--- config.mk ---
export PLATFORM = sky130hd
export DESIGN_NAME = lane_departure_monitor_flat
export DESIGN_NICKNAME = d
export VERILOG_FILES = /design/src/rtl/lane_departure_monitor_if.sv /design/src/rtl/lane_departure_monitor.sv /design/src/flat_wrapper.sv
export SDC_FILE = /design/constraint.sdc
export NUM_CORES = 1
export LEC_CHECK = 0
export ABC_CLOCK_PERIOD_IN_PS = 3000
export CAP_MARGIN = 20
export CORE_MARGIN = 2
export CORE_UTILIZATION = 52
export DETAILED_ROUTE_END_ITERATION = 16
export PLACE_DENSITY = 0.79
export SKIP_LAST_GASP = 1
export SLEW_MARGIN = 20
export SYNTH_ARGS = -nofsm -noshare
export SYNTH_HDL_FRONTEND = slang
export SYNTH_SLANG_ARGS = --single-unit
--- constraint.sdc ---
create_clock -name clk -period 3 [get_ports clk]
set_input_delay 0.6 -clock clk [delete_from_list [all_inputs] [get_ports clk]]
set_output_delay 0.6 -clock clk [all_outputs]
set_load 0.05 [all_outputs]
--- src/rtl/lane_departure_monitor_if.sv ---
// Decision-result bus from the lane-detection stage into the departure monitor.
// master drives a result; slave (the monitor) samples it.
interface lane_departure_monitor_if #(
  parameter int BW = 10
) ();
  logic          decision_out_valid;
  logic [3:0]    number_of_lanes;
  logic [3:0]    current_lane;
  logic [BW-1:0] current_lane_left_boundary;
  logic [BW-1:0] current_lane_right_boundary;

  modport master (
    output decision_out_valid, number_of_lanes, current_lane,
           current_lane_left_boundary, current_lane_right_boundary
  );

  modport slave (
    input  decision_out_valid, number_of_lanes, current_lane,
           current_lane_left_boundary, current_lane_right_boundary
  );
endinterface

--- src/rtl/lane_departure_monitor.sv ---
// Lane departure monitor: sanity-checks each decision result, reports the car offset,
// debounces left/right departure warnings, flags lane changes and declares lane loss.
module lane_departure_monitor #(
  parameter int IMG_WIDTH      = 416,
  parameter int CAR_CENTER     = 208,
  parameter int WARN_MARGIN    = 40,
  parameter int MIN_LANE_WIDTH = 60,
  parameter int CONFIRM_FRAMES = 3,
  parameter int TIMEOUT_CYCLES = 2**20,
  localparam int BW            = $clog2(IMG_WIDTH) + 1
) (
  input  logic                     clk,
  input  logic                     rst_n,
  lane_departure_monitor_if.slave  dec,
  output logic signed [BW:0]       lane_offset,
  output logic                     offset_valid,
  output logic                     departure_left,
  output logic                     departure_right,
  output logic                     lane_change,
  output logic                     lane_lost,
  output logic [2:0]               monitor_state
);

  localparam int CW = $clog2(CONFIRM_FRAMES + 1);
  localparam int WW = $clog2(TIMEOUT_CYCLES + 1);

  localparam logic [BW-1:0] CC      = BW'(CAR_CENTER);
  localparam logic [BW-1:0] MARGIN  = BW'(WARN_MARGIN);
  localparam logic [BW-1:0] MIN_W   = BW'(MIN_LANE_WIDTH);
  localparam logic [CW-1:0] CF      = CW'(CONFIRM_FRAMES);
  localparam logic [WW-1:0] WD_LAST = WW'(TIMEOUT_CYCLES - 1);
  localparam logic [WW-1:0] WD_MAX  = WW'(TIMEOUT_CYCLES);

  typedef enum logic [2:0] {
    IDLE   = 3'd0,
    TRACK  = 3'd1,
    WARN_L = 3'd2,
    WARN_R = 3'd3,
    LOST   = 3'd4
  } state_t;

  function automatic logic [CW-1:0] sat_inc(input logic [CW-1:0] c);
    return (c >= CF) ? CF : c + CW'(1);
  endfunction

  // Stage 1: captured result
  logic          s1_valid;
  logic [3:0]    s1_lanes;
  logic [3:0]    s1_lane;
  logic [BW-1:0] s1_left;
  logic [BW-1:0] s1_right;

  // Stage 2: tracking state
  state_t        state;
  logic [CW-1:0] left_cnt, right_cnt, good_cnt, bad_cnt, clr_cnt;
  logic [WW-1:0] wd_cnt;
  logic [3:0]    last_lane;
  logic          have_lane;

  // Combinational decision
  logic [BW-1:0]      width;
  logic               good, bad;
  logic               near_l_raw, near_r_raw, near_left, near_right;
  logic               chg;
  logic [BW:0]        sum;
  logic [BW-1:0]      mid;
  logic signed [BW:0] offset;
  logic [CW-1:0]      n_left, n_right, n_good, n_bad, n_clr;
  state_t             state_base, state_next;
  logic               counting, wd_hit;

  // NOTE: synchronous reset also clears the stage-1 valid, so an in-flight result is dropped.
  always_ff @(posedge clk) begin
    if (!rst_n) begin
      s1_valid <= 1'b0;
      s1_lanes <= '0;
      s1_lane  <= '0;
      s1_left  <= '0;
      s1_right <= '0;
    end else begin
      // NOTE: sequential state uses non-blocking assignment so every register sees pre-edge values.
      s1_valid <= dec.decision_out_valid;
      if (dec.decision_out_valid) begin
        s1_lanes <= dec.number_of_lanes;
        s1_lane  <= dec.current_lane;
        s1_left  <= dec.current_lane_left_boundary;
        s1_right <= dec.current_lane_right_boundary;
      end
    end
  end

  // NOTE: every signal driven here gets a default first, so no latch can be inferred.
  always_comb begin
    width  = s1_right - s1_left;
    good   = s1_valid && (s1_lanes != 4'd0) && (s1_left < s1_right) && (width >= MIN_W)
             && (s1_left <= CC) && (CC <= s1_right);
    bad    = s1_valid && !good;

    // Near flags are only meaningful once the geometry passed the sanity check.
    near_l_raw = (CC - s1_left) < MARGIN;
    near_r_raw = (s1_right - CC) < MARGIN;
    near_left  = good && near_l_raw && !near_r_raw;
    near_right = good && near_r_raw && !near_l_raw;
    chg        = good && have_lane && (s1_lane != last_lane);

    sum    = {1'b0, s1_left} + {1'b0, s1_right};
    mid    = BW'(sum >> 1);
    offset = $signed({1'b0, CC}) - $signed({1'b0, mid});

    n_left  = left_cnt;
    n_right = right_cnt;
    n_good  = good_cnt;
    n_bad   = bad_cnt;
    n_clr   = clr_cnt;
    if (s1_valid) begin
      n_left  = (near_left && !chg)  ? sat_inc(left_cnt)  : '0;
      n_right = (near_right && !chg) ? sat_inc(right_cnt) : '0;
      n_good  = good ? sat_inc(good_cnt) : '0;
      n_bad   = bad  ? sat_inc(bad_cnt)  : '0;
      if ((state == WARN_L && good && !near_left) || (state == WARN_R && good && !near_right))
        n_clr = sat_inc(clr_cnt);
      else
        n_clr = '0;
    end

    state_base = state;
    if (bad && n_bad == CF) begin
      state_base = LOST;
    end else if (good) begin
      case (state)
        IDLE:   state_base = TRACK;
        TRACK:  if (n_left == CF)       state_base = WARN_L;
                else if (n_right == CF) state_base = WARN_R;
        WARN_L,
        WARN_R: if (chg || n_clr == CF) state_base = TRACK;
        LOST:   if (n_good == CF)       state_base = TRACK;
        default: state_base = IDLE;
      endcase
    end

    // The watchdog arms as soon as tracking starts; a valid in the terminal cycle wins.
    counting   = (state != IDLE) || (state_base != IDLE);
    wd_hit     = counting && !dec.decision_out_valid && (wd_cnt == WD_LAST);
    state_next = (wd_hit && state != LOST) ? LOST : state_base;
  end

  always_ff @(posedge clk) begin
    if (!rst_n) begin
      state           <= IDLE;
      left_cnt        <= '0;
      right_cnt       <= '0;
      good_cnt        <= '0;
      bad_cnt         <= '0;
      clr_cnt         <= '0;
      wd_cnt          <= '0;
      last_lane       <= '0;
      have_lane       <= 1'b0;
      lane_offset     <= '0;
      offset_valid    <= 1'b0;
      lane_change     <= 1'b0;
      departure_left  <= 1'b0;
      departure_right <= 1'b0;
      lane_lost       <= 1'b0;
      monitor_state   <= 3'd0;
    end else begin
      offset_valid <= good;
      lane_change  <= chg;
      if (good) begin
        lane_offset <= offset;
        last_lane   <= s1_lane;
        have_lane   <= 1'b1;
      end

      left_cnt  <= n_left;
      right_cnt <= n_right;
      good_cnt  <= n_good;
      bad_cnt   <= n_bad;
      clr_cnt   <= (state_next != state) ? '0 : n_clr;
      state     <= state_next;

      if (dec.decision_out_valid)
        wd_cnt <= '0;
      else if (counting && wd_cnt != WD_MAX)
        wd_cnt <= wd_cnt + WW'(1);

      departure_left  <= (state == WARN_L);
      departure_right <= (state == WARN_R);
      lane_lost       <= (state == LOST);
      monitor_state   <= state;
    end
  end

endmodule
--- src/flat_wrapper.sv ---
// flat-port wrapper written by rule: the top's interface ports become plain ports
module lane_departure_monitor_flat 
#(
  parameter int IMG_WIDTH      = 416,
  parameter int CAR_CENTER     = 208,
  parameter int WARN_MARGIN    = 40,
  parameter int MIN_LANE_WIDTH = 60,
  parameter int CONFIRM_FRAMES = 3,
  parameter int TIMEOUT_CYCLES = 2**20,
  localparam int BW            = $clog2(IMG_WIDTH) + 1
)
  (clk, rst_n, lane_offset, offset_valid, departure_left, departure_right, lane_change, lane_lost, monitor_state, dec_decision_out_valid, dec_number_of_lanes, dec_current_lane, dec_current_lane_left_boundary, dec_current_lane_right_boundary);
  lane_departure_monitor_if dec_i ();
  input  logic clk;
  input  logic rst_n;
  output logic signed [BW:0] lane_offset;
  output logic offset_valid;
  output logic departure_left;
  output logic departure_right;
  output logic lane_change;
  output logic lane_lost;
  output logic [2:0] monitor_state;
  input wire logic [$bits(dec_i.decision_out_valid)-1:0] dec_decision_out_valid;
  input wire logic [$bits(dec_i.number_of_lanes)-1:0] dec_number_of_lanes;
  input wire logic [$bits(dec_i.current_lane)-1:0] dec_current_lane;
  input wire logic [$bits(dec_i.current_lane_left_boundary)-1:0] dec_current_lane_left_boundary;
  input wire logic [$bits(dec_i.current_lane_right_boundary)-1:0] dec_current_lane_right_boundary;
  assign dec_i.decision_out_valid = dec_decision_out_valid;
  assign dec_i.number_of_lanes = dec_number_of_lanes;
  assign dec_i.current_lane = dec_current_lane;
  assign dec_i.current_lane_left_boundary = dec_current_lane_left_boundary;
  assign dec_i.current_lane_right_boundary = dec_current_lane_right_boundary;
  lane_departure_monitor #(.IMG_WIDTH(IMG_WIDTH), .CAR_CENTER(CAR_CENTER), .WARN_MARGIN(WARN_MARGIN), .MIN_LANE_WIDTH(MIN_LANE_WIDTH), .CONFIRM_FRAMES(CONFIRM_FRAMES), .TIMEOUT_CYCLES(TIMEOUT_CYCLES)) u_core (.clk(clk), .rst_n(rst_n), .dec(dec_i), .lane_offset(lane_offset), .offset_valid(offset_valid), .departure_left(departure_left), .departure_right(departure_right), .lane_change(lane_change), .lane_lost(lane_lost), .monitor_state(monitor_state));
endmodule
==> results of run 1 <==
[worst max-delay path, delay by kind of cell, from the launching register on]
family,cells,cell delay [ns]
DFF,1,0.33
AOI/OAI and AO/OA,4,0.86
and+or+nand+nor,4,1.03
muxes,1,0.30
buffers and inverters,2,0.18
adders and majority gates,1,0.18
[Yosys cell counts, types with 4 or more instances]
library cell,instances,share of area [%]
sky130_fd_sc_hd__nand2b_1,12,1.5
sky130_fd_sc_hd__nand2_1,26,2.0
sky130_fd_sc_hd__o211ai_1,5,0.76
sky130_fd_sc_hd__a21oi_1,48,4.9
sky130_fd_sc_hd__nand3_1,14,1.4
sky130_fd_sc_hd__o21ai_0,34,3.5
sky130_fd_sc_hd__and4_1,5,0.89
sky130_fd_sc_hd__nand4_1,10,1.3
sky130_fd_sc_hd__o31ai_1,4,0.61
sky130_fd_sc_hd__buf_2,6,0.61
sky130_fd_sc_hd__a21o_1,4,0.61
sky130_fd_sc_hd__a211oi_1,7,1.1
sky130_fd_sc_hd__and2_1,7,0.89
sky130_fd_sc_hd__buf_1,4,0.30
sky130_fd_sc_hd__xor2_1,12,2.1
sky130_fd_sc_hd__and3_1,10,1.3
sky130_fd_sc_hd__nor2b_1,5,0.64
sky130_fd_sc_hd__ha_1,23,5.8
sky130_fd_sc_hd__mux2i_1,40,8.1
sky130_fd_sc_hd__clkbuf_1,17,1.3
sky130_fd_sc_hd__nor4_1,4,0.51
sky130_fd_sc_hd__inv_1,28,2.1
sky130_fd_sc_hd__xnor2_1,15,2.7
sky130_fd_sc_hd__nor2_1,71,5.4
sky130_fd_sc_hd__nor3_1,15,1.5
sky130_fd_sc_hd__a31oi_1,8,1.0
sky130_fd_sc_hd__dfxtp_1,87,35
sky130_fd_sc_hd__nand3b_1,5,0.76
sky130_fd_sc_hd__or3_1,17,2.2
[worst paths after layout]
kind | startpoint | to | cells past startpoint
worst max-delay path | u_core.s1_right[0] | u_core.clr_cnt[1] | 12
worst min-delay path | u_core.s1_lanes[1] | u_core.s1_lanes[1] | 2
worst max register to register | u_core.s1_right[0] | u_core.clr_cnt[1] | 12
worst min register to register | u_core.s1_lanes[1] | u_core.s1_lanes[1] | 2
[cell usage in the layout (no fill, tap or decap), types with 3 or more instances in the layout]
cell type	n
sky130_fd_sc_hd__ha_2	3
sky130_fd_sc_hd__xnor2_1	15
sky130_fd_sc_hd__nor2_1	71
sky130_fd_sc_hd__nand2_1	26
sky130_fd_sc_hd__o31ai_1	4
sky130_fd_sc_hd__nor4_1	4
sky130_fd_sc_hd__buf_4	36
sky130_fd_sc_hd__a211oi_1	5
sky130_fd_sc_hd__nor2b_1	5
sky130_fd_sc_hd__inv_1	27
sky130_fd_sc_hd__nand3b_1	5
sky130_fd_sc_hd__ha_1	18
sky130_fd_sc_hd__and2_1	7
sky130_fd_sc_hd__dfxtp_2	4
sky130_fd_sc_hd__a21oi_1	47
sky130_fd_sc_hd__nand3_1	14
sky130_fd_sc_hd__nor3_1	14
sky130_fd_sc_hd__a31oi_1	6
sky130_fd_sc_hd__and3_1	10
sky130_fd_sc_hd__a21o_1	4
sky130_fd_sc_hd__clkbuf_8	10
sky130_fd_sc_hd__and4_1	4
sky130_fd_sc_hd__clkdlybuf4s50_1	48
sky130_fd_sc_hd__mux2i_1	40
sky130_fd_sc_hd__inv_6	3
sky130_fd_sc_hd__or3_1	17
sky130_fd_sc_hd__xor2_1	12
sky130_fd_sc_hd__nand2b_1	11
sky130_fd_sc_hd__o21ai_0	33
sky130_fd_sc_hd__dfxtp_1	82
sky130_fd_sc_hd__nand4_1	10
sky130_fd_sc_hd__o211ai_1	5
[layer usage]
metal	GRT usage, %	vias to the layer above	share of wire (%)
li1	-	2237	-
met1	28.2	2168	41
met2	43.7	131	52
met3	3.73	38	3.9
met4	11.3	0	3.1
met5	0	-	0
[where the power goes]
group          switching [mW]  total (mW)  internal [mW]
combinational           0.267       0.509          0.242
sequential             0.0246        1.21           1.18
clock                   0.466       0.801          0.335
total                   0.757        2.52           1.76
[repair_timing]
| action | 4_1_cts | 5_1_grt |
|---|---|---|
| pin swaps | 2 | 6 |
| endpoints found under the hold margin | 0 | 0 |
| gates resized for setup | 5 | 21 |
| setup endpoints to repair | 5 | 21 |
[registers in the layout, indices dropped and copies added, names as in the netlist, 2 cells and up]
register              count
u_core.s1_lane            4
u_core.bad_cnt            2
u_core.right_cnt          2
u_core.s1_left           10
u_core.wd_cnt            21
u_core.state              3
u_core.s1_lanes           4
u_core.left_cnt           2
u_core.s1_right          10
u_core.last_lane          4
u_core.monitor_state      3
u_core.lane_offset       11
u_core.good_cnt           2
u_core.clr_cnt            2
[logic make-up after synthesis]
logic type / Yosys count
adders and majority gates: 25
DFF: 87
buffers and inverters: 58
AOI/OAI and AO/OA: 135
xor gates and xnor gates: 27
muxes: 42
and+or+nand+nor: 213
[layout make-up]
type                       instances  area (um2)  share of cell area, %
multi-input combinational        442        3050                   50.6
sequential                        87        1750                   29.0
timing repair buffer              87         787                   13.0
tap                              111         139                   2.30
clock buffer                      10         138                   2.28
inverter                          30         113                   1.87
clock inverter                     6        51.3                  0.850
==> flow_metrics.py, run 1 <==
metrics = {
    "logic_synthesis": {
        "dominantRegCellSynth": "sky130_fd_sc_hd__dfxtp_1",
        "netlist_instances": 587,
        "yosys.area_share.adder_pct": 6.66,
        "synth.distinct_cells": 65,
        "synth-xor-area-share_pct": 4.80,
        "synth_simple_gate_area_share_pct": 22.6,
        "synth_enable_flop_cells": 0,
        "ys_seq_elements": 87,
        "avgSynthCellArea_um2": 8.39,
        "asyncSetResetFlopFracSynth_pct": 0,
        "yosys_warning_count": 0,
        "synth_top_family_by_area": "simple AND/OR/NAND/NOR gates",
        "post_synthesis_compound_gate_area_fraction_pct": 17.1,
        "postSynthNetCount": 643,
        "synthMuxAreaShare_pct": 8.67,
        "seq_area_frac_synth_pct": 35.4,
        "cell_area_after_technology_mapping_mm2": 0.00492,
    },
    "die": {
        "std_cell_rows": 35,
        "boundaryPins": 50,
        "die_h_um": 101,
        "core_area_mm2": 0.00920,
        "dieArea_mm2": 0.0103,
        "die-width_um": 101,
        "start_util_pct": 53.5,
    },
    "setup_path": {
        "critical_path.endpoint_type": "register",
        "cp_data_arrival_time_ns": 3.25,
        "crit_path_max_incr_delay_ns": 0.52,
        "cp_max_fo": 5,
        "cell_chain_of_the_critical_path": "inv_1, ha_2, buf_4, nor2b_4, or2_1, a221o_1, mux2_4, o2111a_2, a21oi_4, a21oi_2, or4_4, nor4b_4",
        "critPathSlowestCell": "sky130_fd_sc_hd__or4_4",
        "worst_ep_required_time_ns": 3.29,
        "critical_path.startpoint_type": "register",
        "critPathKind": "reg2reg",
        "worst-r2r-setup-slack_ns": 0.04,
    },
    "finish": {
        "layout-drive-gt1-share_pct": 13.0,
        "finish.utilization_pct": 65.6,
        "finish.instance_area_mm2": 0.00603,
        "antenna_cells_inserted": 0,
        "fillers": 766,
        "area_growth_syn_to_layout_pct": 22.5,
        "layout_nets": 713,
        "fin_cells": 773,
    },
    "placed_design": {
        "dpl.hpwl_mm": 8.73,
        "dpl_worst_slack_ns": -0.138,
        "numPlacedInstances": 757,
        "number_of_buffer_cells_added_on_primary_ports": 49,
        "dpl-instance-area_mm2": 0.00574,
        "routabilityCongestion": 0.911,
    },
    "routing": {
        "routed_antenna_nets": 0,
        "length_of_the_first_detailed_routing_pass_in_iterations": 5,
        "detailroute.via_count": 4574,
        "wirelength_mm": 12.1,
        "routedWlPerCell_um": 15.7,
        "post_drt_via_cell_ratio": 5.92,
        "drc": 0,
        "drt-initial-drc-count": 153,
    },
    "global_route": {
        "initial_antenna_violation_count": 0,
        "first_global_vias": 4379,
        "global_route_wire_length_before_repair_mm": 20.1,
        "gr-total-overflow": 0,
        "grt_util_all_layers_pct": 24.3,
        "grt_max_degree": 53,
    },
    "clocking": {
        "clock_tree.root_cell": "sky130_fd_sc_hd__clkbuf_8",
        "clock_tree_from_tritoncts": "yes",
        "cts.reportedPaths.clkPinSlew_ns": 0.09,
        "h-tree-depth": 3,
        "clock_path_buffers": 2,
        "cts_hold_buffers": 0,
        "worstSkewPairLatency_ns": 0.37,
        "cts_num_sinks": 87,
        "post_cts_buffers": 0,
        "cts-buffers-inserted": 9,
    },
    "sta": {
        "timing.slew.headroom_pct": 45.2,
        "fin_worst_hold_slack_ns": 0.498,
        "fmaxAchievable_mhz": 338,
        "layout_min_cycle_time_ns": 2.96,
        "grt_setup_unrepaired": "yes",
        "drv_slew": 0,
        "timing.setup.tns_ns": 0,
        "hold_viol_final": 0,
        "tightest_pin_transition_ns": 0.822,
        "setup_viol": 0,
        "final.setup_skew_ns": 0.0118,
        "postLayoutSetupSlackWorst_ns": 0.0398,
        "min_period_over_period_pct": 98.7,
    },
    "hold_path": {
        "worst_hold_path_type": "reg2reg",
    },
    "power_and_ir_drop": {
        "pwr_cell_area_mw_per_mm2": 417,
        "vdd_drop_max_uv": 229,
        "power_mw": 2.52,
        "leakage_nw": 2.34,
    },
    "job": {
        "maxCapViolations": 0,
    },
    "outcome": {
        "run_status": "completed",
    },
}
Power figures use the tool's default switching activity.
==> run 2, diff against run 1 <==
- ABC_CLOCK_PERIOD_IN_PS: 3000 -> 2740
- CORE_MARGIN: 2 -> 4
- CORE_UTILIZATION: 52 -> 57
- PLACE_DENSITY: 0.79 -> 0.82
- clock period: 3 -> 2.74 ns (I/O delays scaled with it)
==> run 2 against run 1 <==
Net effect:
- the run now ends with negative setup slack left
- register-to-register slack worse by 0.22 ns
- final cell count rose by 4.0%
- non-clock buffer count increased by 37
- power grew 12%
- combinational power grew 26%
- sequential share of layout area down 1.7 points
- worst setup slack got worse by 0.22 ns
- clock power increased by 7.9%
==> flow_metrics.py, run 2 (synthesized netlist as in run 1, its figures left out) <==
metrics = {
    "outcome": {
        "run_status": "complete, but fails checks",
        "failed_checks": "negative setup slack",
    },
    "clocking": {
        "cts-buffers-inserted": 9,
        "clock_tree_from_tritoncts": "yes",
        "h-tree-depth": 3,
        "worstSkewPairLatency_ns": 0.37,
        "clock_path_buffers": 2,
        "cts_num_sinks": 87,
        "clock_tree.root_cell": "sky130_fd_sc_hd__clkbuf_8",
        "cts.reportedPaths.clkPinSlew_ns": 0.09,
    },
    "die": {
        "core_area_mm2": 0.00830,
        "std_cell_rows": 33,
        "boundaryPins": 50,
        "die_h_um": 101,
        "die-width_um": 101,
        "dieArea_mm2": 0.0102,
        "start_util_pct": 59.3,
    },
    "routing": {
        "routedWlPerCell_um": 16.2,
        "drc": 0,
        "length_of_the_first_detailed_routing_pass_in_iterations": 4,
        "detailroute.via_count": 4734,
        "routed_antenna_nets": 0,
        "wirelength_mm": 13.0,
        "post_drt_via_cell_ratio": 5.89,
        "drt-initial-drc-count": 279,
    },
    "power_and_ir_drop": {
        "pwr-share-comb_pct": 22.7,
        "power.share.sequential_pct": 46.7,
        "p_sw_share_pct": 30.1,
        "power_switching_mw": 0.850,
        "pwr_cell_area_mw_per_mm2": 440,
        "power.share.clock_pct": 30.6,
        "leakage_nw": 2.53,
        "vdd_drop_max_uv": 271,
        "internal_power_mw": 1.97,
    },
    "global_route": {
        "initial_antenna_violation_count": 0,
        "grt_util_all_layers_pct": 24.8,
        "gr-total-overflow": 0,
        "grt_max_degree": 53,
        "first_global_vias": 4533,
        "global_route_wire_length_before_repair_mm": 20.5,
    },
    "finish": {
        "area_growth_syn_to_layout_pct": 30.2,
        "most_frequent_standard_cell_in_the_layout_excluding_fill_and_tap_cells": "sky130_fd_sc_hd__dfxtp_1",
        "antenna_cells_inserted": 0,
        "layout_nets": 750,
        "most-common-layout-cells": "sky130_fd_sc_hd__dfxtp_1, sky130_fd_sc_hd__nor2_1, sky130_fd_sc_hd__buf_4, sky130_fd_sc_hd__clkdlybuf4s50_1, sky130_fd_sc_hd__a21oi_1",
        "layout-drive-gt1-share_pct": 20.2,
        "largest_register": "u_core.wd_cnt",
        "number_of_flip_flops_in_the_largest_register": 21,
        "biggest_registers_after_layout": "u_core.wd_cnt x21, u_core.lane_offset x11",
    },
    "sta": {
        "hold_viol_final": 0,
        "drv_slew": 0,
        "timing.slew.headroom_pct": 62.7,
        "setup_viol": 31,
        "timing.setup.tns_ns": -2.36,
        "postLayoutSetupSlackWorst_ns": -0.179,
        "layout_min_cycle_time_ns": 2.92,
        "min_period_over_period_pct": 107,
        "fin_worst_hold_slack_ns": 0.489,
        "final.setup_skew_ns": 0.0106,
        "grt_setup_unrepaired": "yes",
        "fmaxAchievable_mhz": 343,
        "tightest_pin_transition_ns": 0.559,
    },
    "placed_design": {
        "routabilityCongestion": 0.900,
        "dpl.hpwl_mm": 8.97,
        "number_of_buffer_cells_added_on_primary_ports": 49,
        "dpl_worst_slack_ns": -0.264,
    },
    "job": {
        "maxCapViolations": 0,
    },
    "setup_path": {
        "cp_max_fo": 8,
        "worst_ep_required_time_ns": 3.02,
        "cp_data_arrival_time_ns": 3.20,
        "worst-r2r-setup-slack_ns": -0.18,
        "critPathKind": "reg2reg",
        "critical_path.endpoint_type": "register",
        "critical_path.startpoint_type": "register",
    },
    "hold_path": {
        "worst_hold_path_type": "reg2reg",
    },
}
## run 2: cell count changes in the layout (fill, tap and decap cells not counted), sizes merged
cell and change:
inv -2, clkinvlp +1, clkbuf +2, buf +36
## run 2: worst paths after layout
kind | start | end | cells past startpoint
max | u_core.s1_left[1] | u_core.clr_cnt[1] | 11
max reg2reg | u_core.s1_left[1] | u_core.clr_cnt[1] | 11
min | u_core.have_lane | u_core.have_lane | 2
min reg2reg | u_core.have_lane | u_core.have_lane | 2
## run 2: area by class of cell
class | instances | area [um2]
timing repair buffer | 124 | 1090
fill | 575 | 1890
tap | 105 | 131
clock buffer | 11 | 141
sequential | 87 | 1750
multi-input combinational | 442 | 3150
inverter | 30 | 113
clock inverter | 5 | 41.3
## run 2: metal layers
| layer | vias up | global-route usage [%] | part of all wire [%] |
|---|---|---|---|
| met2 | 152 | 43.4 | 51 |
| met4 | 0 | 9.71 | 2.0 |
| li1 | 2305 | - | - |
| met5 | - | 0 | 0 |
| met3 | 27 | 4.36 | 5.3 |
| met1 | 2250 | 30.2 | 42 |
## run 2: power groups by stage
stage / logic, mW / clock network (mW) / registers, mW
2_1_floorplan: 0.362 / 0 / 1.36
3_3_place_gp: 0.564 / 0 / 1.34
3_5_place_dp: 0.579 / 0 / 1.35
4_1_cts: 0.602 / 0.868 / 1.32
5_1_grt: 0.696 / 0.935 / 1.32
6_report: 0.641 / 0.864 / 1.32
## run 2: worst max-delay path: stages, from the launching register on
cell and delay, ns:
sky130_fd_sc_hd__dfxtp_4 0.35, sky130_fd_sc_hd__inv_2 0.06, sky130_fd_sc_hd__ha_4 0.19, sky130_fd_sc_hd__nor2b_4 0.12, sky130_fd_sc_hd__or2_1 0.22, sky130_fd_sc_hd__a221o_1 0.33, sky130_fd_sc_hd__mux2_4 0.31, sky130_fd_sc_hd__o2111a_2 0.18
sky130_fd_sc_hd__a21oi_4 0.28, sky130_fd_sc_hd__a21oi_2 0.08, sky130_fd_sc_hd__or4_4 0.50, sky130_fd_sc_hd__nor4b_2 0.20
## run 2: what timing repair did
| item | CTS | global route |
|---|---|---|
| buffers inserted | 4 | 10 |
| gates resized for setup | 19 | 25 |
| pin swaps | 10 | 10 |
| cloned | 1 | 1 |
| setup endpoints to repair | 42 | 48 |
| hold buffers | 0 | 0 |
## run 2: stage by stage
| stage | utilization (%) | area [um2] | std cells | total power [mW] |
|---|---|---|---|---|
| 2_1_floorplan | - | 5010 | 587 | 1.72 |
| 3_3_place_gp | 71.7 | 5950 | 773 | 1.91 |
| 3_5_place_dp | 71.7 | 5950 | 773 | 1.93 |
| 4_1_cts | 75.1 | 6230 | 794 | 2.79 |
| 5_1_grt | 77.3 | 6410 | 804 | 2.95 |
| 6_report | 77.3 | 6410 | 804 | 2.82 |
